===== src/rtl/serial_nibble_adder_ctrl.sv =====
// Multi-nibble adder built from one 4-bit slice, one nibble per clock, LSB first.
// Define SERIAL_ADD_SUB_EN to add the sub port (A-B via inverted B and carry-in of 1).
module serial_nibble_adder_ctrl #(
  parameter int NIBBLES = 4
) (
  input  logic                 clk,
  input  logic                 rst_n,
  input  logic                 in_valid,
  output logic                 in_ready,
  input  logic [4*NIBBLES-1:0] a,
  input  logic [4*NIBBLES-1:0] b,
`ifdef SERIAL_ADD_SUB_EN
  input  logic                 sub,
`endif
  output logic                 out_valid,
  input  logic                 out_ready,
  output logic [4*NIBBLES-1:0] sum,
  output logic                 c_out,
  output logic                 busy
);
  localparam int W  = 4*NIBBLES;
  localparam int IW = $clog2(NIBBLES);
  localparam logic [1:0] IDLE = 2'd0;
  localparam logic [1:0] RUN  = 2'd1;
  localparam logic [1:0] DONE = 2'd2;
  localparam logic [IW-1:0] LAST = IW'(NIBBLES-1);

  typedef struct packed {
    logic [W-1:0] a;
    logic [W-1:0] b;
  } opnd_t;

  logic [1:0]    state;
  logic [IW-1:0] idx;
  logic          carry;
  opnd_t         op_r;
  logic          sub_r;
  logic          start_cin;
  logic [3:0]    a_nib;
  logic [3:0]    b_nib;
  logic [4:0]    slice;

`ifdef SERIAL_ADD_SUB_EN
  always_ff @(posedge clk or negedge rst_n) begin
    if (!rst_n)
      sub_r <= 1'b0;
    else if (in_valid && in_ready)
      sub_r <= sub;
  end
  assign start_cin = sub;
`else
  assign sub_r     = 1'b0;
  assign start_cin = 1'b0;
`endif

  // Only this slice sits on the critical path; the index only steers the muxes.
  assign a_nib = op_r.a[4*idx +: 4];
  assign b_nib = op_r.b[4*idx +: 4] ^ {4{sub_r}};
  assign slice = {1'b0, a_nib} + {1'b0, b_nib} + {4'b0, carry};

  always_ff @(posedge clk or negedge rst_n) begin
    if (!rst_n) begin
      state <= IDLE;
      idx   <= '0;
      carry <= 1'b0;
      sum   <= '0;
      c_out <= 1'b0;
      op_r  <= '0;
    end else begin
      case (state)
        IDLE: if (in_valid) begin
          op_r.a <= a;
          op_r.b <= b;
          idx    <= '0;
          carry  <= start_cin;
          state  <= RUN;
        end
        RUN: begin
          sum[4*idx +: 4] <= slice[3:0];
          carry           <= slice[4];
          if (idx == LAST) begin
            c_out <= slice[4];
            state <= DONE;
          end else begin
            idx <= idx + 1'b1;
          end
        end
        DONE: if (out_ready) state <= IDLE;
        default: state <= IDLE;
      endcase
    end
  end

  assign in_ready  = (state == IDLE);
  assign out_valid = (state == DONE);
  assign busy      = (state == RUN);

endmodule


===== config.mk =====
export PLATFORM = sky130hd
export DESIGN_NAME = serial_nibble_adder_ctrl
export DESIGN_NICKNAME = d
export VERILOG_FILES = /design/src/rtl/serial_nibble_adder_ctrl.sv
export SDC_FILE = /design/constraint.sdc
export NUM_CORES = 1
export LEC_CHECK = 0
export BUFFER_PORTS_ARGS = -buffer_cell sky130_fd_sc_hd__buf_4
export CAP_MARGIN = 20
export CORE_MARGIN = 1
export CORE_UTILIZATION = 32
export DETAILED_ROUTE_END_ITERATION = 10
export SLEW_MARGIN = 0
export SYNTH_ARGS = -nofsm -noshare
export SYNTH_HDL_FRONTEND = slang
export SYNTH_SLANG_ARGS = --single-unit

===== constraint.sdc =====
create_clock -name clk -period 6.6 [get_ports clk]
set_input_delay 0 -clock clk [delete_from_list [all_inputs] [get_ports clk]]
set_output_delay 0 -clock clk [all_outputs]
set_load 0.005 [all_outputs]

After elaboration in Yosys (flattened, before gate mapping). Cells that the tools add are included. W data, S select, Z words.

Add/subtract/negate cells: 4. Equality and inequality tests: 7. Shift-type cells: 4. Muxes and demuxes: 10. Reductions and logical operators: 7.

Operators with widths (number): $neg A4 Y34 (1); $shift A4 B34 Y16 const A (1); $shiftx A4 B34 Y16 (1); $shiftx A16 B5 Y4 (2); $bwmux W16 (1); $mux W2 (5); $pmux W2 S3 (1); $reduce_and A2 Y1 (3); $reduce_and A3 Y1 (2); $add A4 B4 Y5 (1); $add A5 B1 Y5 (1); $eq A2 B2 Y1 const B (2); $ne A2 B1 Y1 const B (2); $ne A2 B2 Y1 const B (2); $pmux W2 S2 (1); $add A2 B1 Y2 const B (1); $eq A2 B1 Y1 const B (1); $logic_not A2 Y1 (1); $pmux W1 S2 (1); $reduce_bool A2 Y1 (1); $mux W1 (1).

Register bits after elaboration: 54. Bits of input ports: 36.

Logic depth before layout (Yosys ltp). Gate-level depths: netlist of the first run.

Depth in word-level cells: 5. Depth in mapped cells: 7. Gate-level depth less buffers: 6.

Worst setup path before layout of the first run. No wires, ideal clock.

Path type: register to register. From: register idx[0]. To: register c_out. Arrival: 2537 ps. Required time: 6471 ps. Slack: 3934 ps. Cell stages (with the launch flop): 8. Buffers on the path: 1. Cells stage by stage: dfrtp_1 > buf_4 > mux4_2 > fa_1 > fa_1 > a21o_1 > a21oi_1 > a31oi_1.

Cells in the longest elaborated chain, start to end: 3. Elaborated cells between the ends (all ways): 6.

Ends and longest elaborated chain: start, declared (RTL line 34) `logic [IW-1:0] idx;`; start signal, assigned (RTL line 85) `idx <= idx + 1'b1;`; $shiftx A16 B5 Y4 (on tied branches) (RTL line 57, 58); $add A4 B4 Y5 (RTL line 59) `assign slice = {1'b0, a_nib} + {1'b0, b_nib} + {4'b0, carry};`; $add A5 B1 Y5 (RTL line 59); end signal, assigned (RTL line 82) `c_out <= slice[4];`; end, declared (RTL line 18) `output logic c_out,`.

Parallel ways exist; a longest one is shown, timed or not. A chain may end at the register's enable or synchronous reset.

Worst setup path after layout of the first run.
From: register idx[0]. To: register carry.

Cells in the longest elaborated chain, start to end: 4. Elaborated cells between the ends (all ways): 5.

Ends and longest elaborated chain: $shiftx A16 B5 Y4 (on tied branches) (RTL line 57, 58); $add A4 B4 Y5 (*) (RTL line 59); $add A5 B1 Y5 (*) (RTL line 59); $pmux W1 S2 (*) (RTL line 70) `case (state)`; end signal, assigned (RTL line 75) `carry <= start_cin;`; end signal, assigned (RTL line 80) `carry <= slice[4];`; end, declared (RTL line 35) `logic carry;`.

Every way passes the cells marked *; elsewhere a longest branch is shown, timed or not.

==> impl_results.md, run 1 <==
* CTS sink count at 54
* WL/cell at 14.1 um
* R2r endpoint: carry$_DFFE_PN0P_
* Post-CTS setup buffer count at 0
* Die Wd at 92.5 um
* CTS tree: built
* Post-DP HPWL at 3550 um
* Max Cap Viol at 0
* Die footprint at 8560 sq um
* Register bit total from synthesis at 54
* Final TNS setup at 0 ns
* Ys async rst share at 100%
* Post-Route WL at 5090 um
* Power per standard cell area at 489 nW/um^2
* Top FF cell, synth: dfrtp_1
* Tmin final at 3.00 ns
* Final ANT Viol Nets at 0
* Slew HR at 45.7%
* Outcome: completed
* Hold crit path type: primary input to asynchronous set/reset pin
* F_max at 0.334 GHz
* Synth top area share at 51.5%
* Initial antenna violation count at 0
* Row count at 32
* RSZ-0062 raised after global routing: no
* Area Overhead vs Synth at 33.9%
* Die Span Y at 92.5 um
* Count of unique library cells instantiated by Yosys at 30
* Vias in the first global route at 1677
* Final Util at 45.0%
* Synth Net Count at 214
* Total global routing overflow at 0
* Reg2reg path depth at 6
* Share of cells above drive strength 1 at 42.6%
* R2R Setup Slk at 3.60 ns
* P_leak at 0.00166 uW
* Post-route DRC at 0
* First-pass GRT wire length at 8550 um
* Pre-Repair DR Iteration Count at 4
* Root Buffer: clkbuf_8
* Largest net degree at the start of global routing at 55
* Critical path class: flip-flop to flip-flop
* IO Port Bufs at 55
* Leading area contributor after synthesis: dfrtp_1
* Longest Clk Path Bufs at 2
* Latest clock arrival within the worst-skew pair at 0.30 ns
* Worst EP required at 6.76 ns
* Global Route Usage Sum at 13.2%
* Setup crit start kind: flip-flop
* Final #Nets at 304
* Syn Inst Count at 167
* Final hold violation count at 0
* Slew Viols, Final at 0
* Number of synthesized flops with an enable pin at 0
* Crit Path Max Fanout at 16
* Gp weighted congestion at 0.703
* ANT cells at 0
* Final setup vio count at 0
* IO Count at 56
* Synth area leaders: dfrtp_1, mux2_4, mux4_2
* Initial Utilization at 33.6%
* Max IR drop VDD at 0.160 mV
* Cell Area, Synth at 2620 sq um
* CTS H-Tree Depth at 2
* Core area at 7810 sq um
* Via density at 4.52
* Sequential-to-total area share from yosys stat at 51.5%
* Drt first-iter violations at 42
* Commonest non-fill, non-tap cell in the layout: buf_4
* CTS clk-pin slew, worst paths at 0.09 ns
* Fin Clk Skew at 0.00696 ns
* CTS Buf Count at 5
* YS warnings at 0
* Mapped Avg Cell Area at 15.7 sq um
* RR Startpoint: idx[0]$_DFFE_PN0P_
* Arrival time worst endpoint at 3.16 ns
* Setup crit end kind: flip-flop
* Final period util at 45.4%
* Commonest non-fill, non-tap cells in the layout: buf_4, dfrtp_1, dlygate4sd3_1
* Vias at 1626
* Worst Max-Slew Pin Slew at 0.814 ns
power breakdown:
group	internal (uW)	switching [uW]
Sequential	483	125
Combinational	517	405
Clock	84.8	102
worst max path at each step:
stage | start | endpoint | slack (ns) | cells past startpoint
3_3_place_gp | idx[0]$_DFFE_PN0P_ | carry$_DFFE_PN0P_ | 3.60 | 6
5_1_grt | idx[0]$_DFFE_PN0P_ | carry$_DFFE_PN0P_ | 3.36 | 6
3_5_place_dp | idx[0]$_DFFE_PN0P_ | carry$_DFFE_PN0P_ | 3.56 | 6
2_1_floorplan | idx[0]$_DFFE_PN0P_ | c_out$_DFFE_PN0P_ | 3.93 | 7
6_report | idx[0]$_DFFE_PN0P_ | carry$_DFFE_PN0P_ | 3.60 | 6
4_1_cts | idx[0]$_DFFE_PN0P_ | carry$_DFFE_PN0P_ | 3.54 | 6
synthesized netlist by cell type, types with 2 or more instances:
cell type,count
o31ai_1,2
mux2_2,4
a21o_1,2
dfrtp_1,54
a22o_1,16
xnor2_1,2
fa_1,2
nand2_1,8
a21oi_1,3
ha_1,9
inv_1,4
nor2_1,6
buf_12,3
mux4_2,8
mux2_4,29
stage by stage:
step / setup slack [ns] / hold WS [ns] / cell area (sq um) / cells / total power [uW]
after floorplan: 3.93 / -0.296 / 2620 / 167 / 1290
after global placement: 3.60 / 0.0819 / 3080 / 318 / 1520
after detailed placement: 3.56 / 0.0968 / 3080 / 318 / 1530
after CTS: 3.54 / 0.306 / 3510 / 360 / 1750
after global routing: 3.36 / 0.337 / 3510 / 360 / 1860
final: 3.60 / 0.279 / 3510 / 360 / 1720
final cells by class:
class / count / area, sq um
fill: 723 / 4300
sequential: 54 / 1350
multi-input combinational: 102 / 1170
timing repair buffer: 89 / 753
tap: 102 / 128
clock buffer: 7 / 86.3
inverter: 5 / 18.8
clock inverter: 1 / 5.00
state kept, by name (all words and copies together) (netlist names):
| register | count |
|---|---|
| op_r | 32 |
| sum | 16 |
| idx | 2 |
| state | 2 |
| c_out | 1 |
| carry | 1 |
cell families (layout without fill, tap and decap cells):
family | after synthesis | count (layout) | share of synthesized area [%]
muxes | 41 | 41 | 25.2
adders and majority gates | 11 | 11 | 5.82
DFF | 54 | 54 | 51.5
xor gates and xnor gates | 3 | 3 | 1.00
and+or+nand+nor | 22 | 22 | 5.06
buffers and inverters | 11 | 102 | 3.86
AOI/OAI and AO/OA | 25 | 25 | 7.54
worst max-delay path, stage by stage (launching register included):
cell	delay, ns
dfrtp_1	0.88
mux4_2	0.61
fa_1	0.44
fa_1	0.44
a21o_1	0.20
a21oi_1	0.18
o22ai_1	0.10
layer usage:
metal / up-vias / GRT usage (%) / share of wire (%)
li1: 788 / - / -
met1: 789 / 17.8 / 47
met2: 43 / 20.9 / 47
met3: 6 / 3.28 / 4.3
met4: 0 / 4.30 / 1.4
met5: - / 0 / 0
repair_timing:
item | 4_1_cts | 5_1_grt
hold buffers | 34 | 0
endpoints found under the hold margin | 87 | 0
gates resized for setup | 0 | 0
No activity file was read; power rests on OpenSTA's default activity.
==> run 2, diff against run 1 <==
clock period = 2.7 ns   (was 6.6 ns; I/O delays follow)
==> run 2 against run 1 <==
Critical path depth is the same. Global-route usage shrank 0.070 points. Worst hold slack gained 0.0037 ns. Sequential cell count is the same. Die area is the same. Worst setup slack lost 3.4 ns. Core utilization grew 0.29 points. Via count grew 1.8%. Maximum frequency grew 19%.
==> impl_results.md, run 2 (same netlist as run 1, synthesis figures left out) <==
* Final #Nets at 307 (+0.99%)
* Post-DP HPWL at 3670 um (+3.4%)
* Slew Viols, Final at 0 (unchanged)
* CTS clk-pin slew, worst paths at 0.09 ns (about the same)
* ANT cells at 0 (unchanged)
* CTS Buf Count at 5 (unchanged)
* Fillers at 725 (+0.28%)
* WL/cell at 14.4 um (+1.7%)
* Gp weighted congestion at 0.716 (+1.8%)
* Via density at 4.56 (+0.94%)
* Vias in the first global route at 1729 (+3.1%)
* Longest Clk Path Bufs at 2 (unchanged)
* Largest net degree at the start of global routing at 55 (unchanged)
* RSZ-0062 raised after global routing: no
* Worst Max-Slew Pin Slew at 0.686 ns (-0.128 ns)
* Regs by FF count: op_r (32), sum (16)
* Root Buffer: clkbuf_8
* Outcome: completed
* Hold crit path type: primary input to asynchronous set/reset pin
* Max Cap Viol at 0 (unchanged)
* Commonest non-fill, non-tap cell in the layout: buf_4
* Setup crit start kind: flip-flop
* Crit Path Max Fanout at 4 (-12)
* Vias at 1655 (+1.8%)
* Slew HR at 54.3% (+8.6 points)
* Latest clock arrival within the worst-skew pair at 0.30 ns (about the same)
* CTS H-Tree Depth at 2 (unchanged)
* Share of cells above drive strength 1 at 43.3% (+0.66 points)
* CTS resizes at 0 (unchanged)
* Commonest non-fill, non-tap cells in the layout: buf_4, dfrtp_1, dlygate4sd3_1
* Post-Route WL at 5220 um (+2.5%)
* Final setup vio count at 0 (unchanged)
* Max IR drop VDD at 0.463 mV (+190%)
* IO Port Bufs at 55 (unchanged)
* Initial Utilization at 33.6% (unchanged)
* IO Count at 56 (unchanged)
* R2R Setup Slk at 0.19 ns (-3.41 ns)
* Arrival time worst endpoint at 2.66 ns (-0.50 ns)
* Worst EP required at 2.85 ns (-3.91 ns)
* RR Startpoint: idx[0]$_DFFE_PN0P_
* Core area at 7810 sq um (unchanged)
* First-pass GRT wire length at 8690 um (+1.7%)
* CTS tree: built
* Fin Clk Skew at 0.00914 ns (+0.00219 ns)
* Die footprint at 8560 sq um (unchanged)
* Area Overhead vs Synth at 34.8%
* Row count at 32 (unchanged)
* Global Route Usage Sum at 13.2% (-0.070 points)
* Post-route DRC at 0 (unchanged)
* F_max at 0.398 GHz (+19%)
* Setup crit end kind: flip-flop
* Final period util at 93.0% (+48 points)
* CTS sink count at 54 (unchanged)
* P_leak at 0.00167 uW (+0.89%)
* Pre-Repair DR Iteration Count at 4 (unchanged)
* Total global routing overflow at 0 (unchanged)
* Tmin final at 2.51 ns (-0.485 ns)
* Final TNS setup at 0 ns (unchanged)
* Post-CTS setup buffer count at 0 (unchanged)
* Initial antenna violation count at 0 (unchanged)
* Drt first-iter violations at 38 (-9.5%)
* Critical path class: flip-flop to flip-flop
* R2r endpoint: carry$_DFFE_PN0P_
* Largest register FFs at 32 (unchanged)
* Hold Buf Count CTS at 34 (unchanged)
* Power per standard cell area at 1210 nW/um^2 (+150%)
* Hold slack at 0.282 ns (+0.00366 ns)
* Final Util at 45.3% (+0.29 points)
* Final ANT Viol Nets at 0 (unchanged)
* Die Wd at 92.5 um (unchanged)
* Reg with most FFs: op_r
* Die Span Y at 92.5 um (unchanged)
* Reg2reg path depth at 6 (unchanged)
* Final hold violation count at 0 (unchanged)
-- run 2: cell type report --
type                            instances  area, sq um  share of cell area [%]
Sequential cell                        54         1350                    38.2
Multi-Input combinational cell        102         1170                    33.1
Clock buffer                            7         86.3                    2.44
Timing Repair Buffer                   92          776                    21.9
Inverter                                5         18.8                   0.531
Clock inverter                          1         5.00                   0.142
Tap cell                              102          128                    3.61
-- run 2: layer usage --
layer	up-vias	track usage, %	share of wire (%)
met5	-	0	0
met4	0	3.13	0.44
met3	2	3.12	4.0
met2	39	21.2	46
met1	820	18.0	50
li1	794	-	-
-- run 2: critical path, stage by stage (launching register included) --
cell and delay [ns]:
dfrtp_1 0.44, mux4_2 0.54, fa_1 0.45, fa_1 0.45
a21o_1 0.20, a21oi_1 0.20, o22ai_1 0.10
-- run 2: worst max path at each step --
stage / startpoint / end / slack (ns) / cells past startpoint
after CTS: idx[0]$_DFFE_PN0P_ / carry$_DFFE_PN0P_ / 0.18 / 6
final: idx[0]$_DFFE_PN0P_ / carry$_DFFE_PN0P_ / 0.19 / 6
after floorplan: idx[0]$_DFFE_PN0P_ / c_out$_DFFE_PN0P_ / 0.03 / 7
after global routing: idx[0]$_DFFE_PN0P_ / carry$_DFFE_PN0P_ / 0.11 / 6
after detailed placement: idx[0]$_DFFE_PN0P_ / carry$_DFFE_PN0P_ / 0.19 / 6
after global placement: idx[0]$_DFFE_PN0P_ / carry$_DFFE_PN0P_ / 0.26 / 6
-- run 2: per-stage QoR --
stage	worst slack, ns	cell area, sq um	power [uW]	cells
3_5_place_dp	0.192	3100	3830	321
3_3_place_gp	0.263	3100	3790	321
5_1_grt	0.108	3530	4610	363
2_1_floorplan	0.0342	2620	3160	167
6_report	0.189	3530	4270	363
4_1_cts	0.176	3530	4350	363
-- run 2: where the power goes --
part           internal, uW  switching, uW
Combinational          1300           1100
Sequential             1180            237
Clock                   208            249
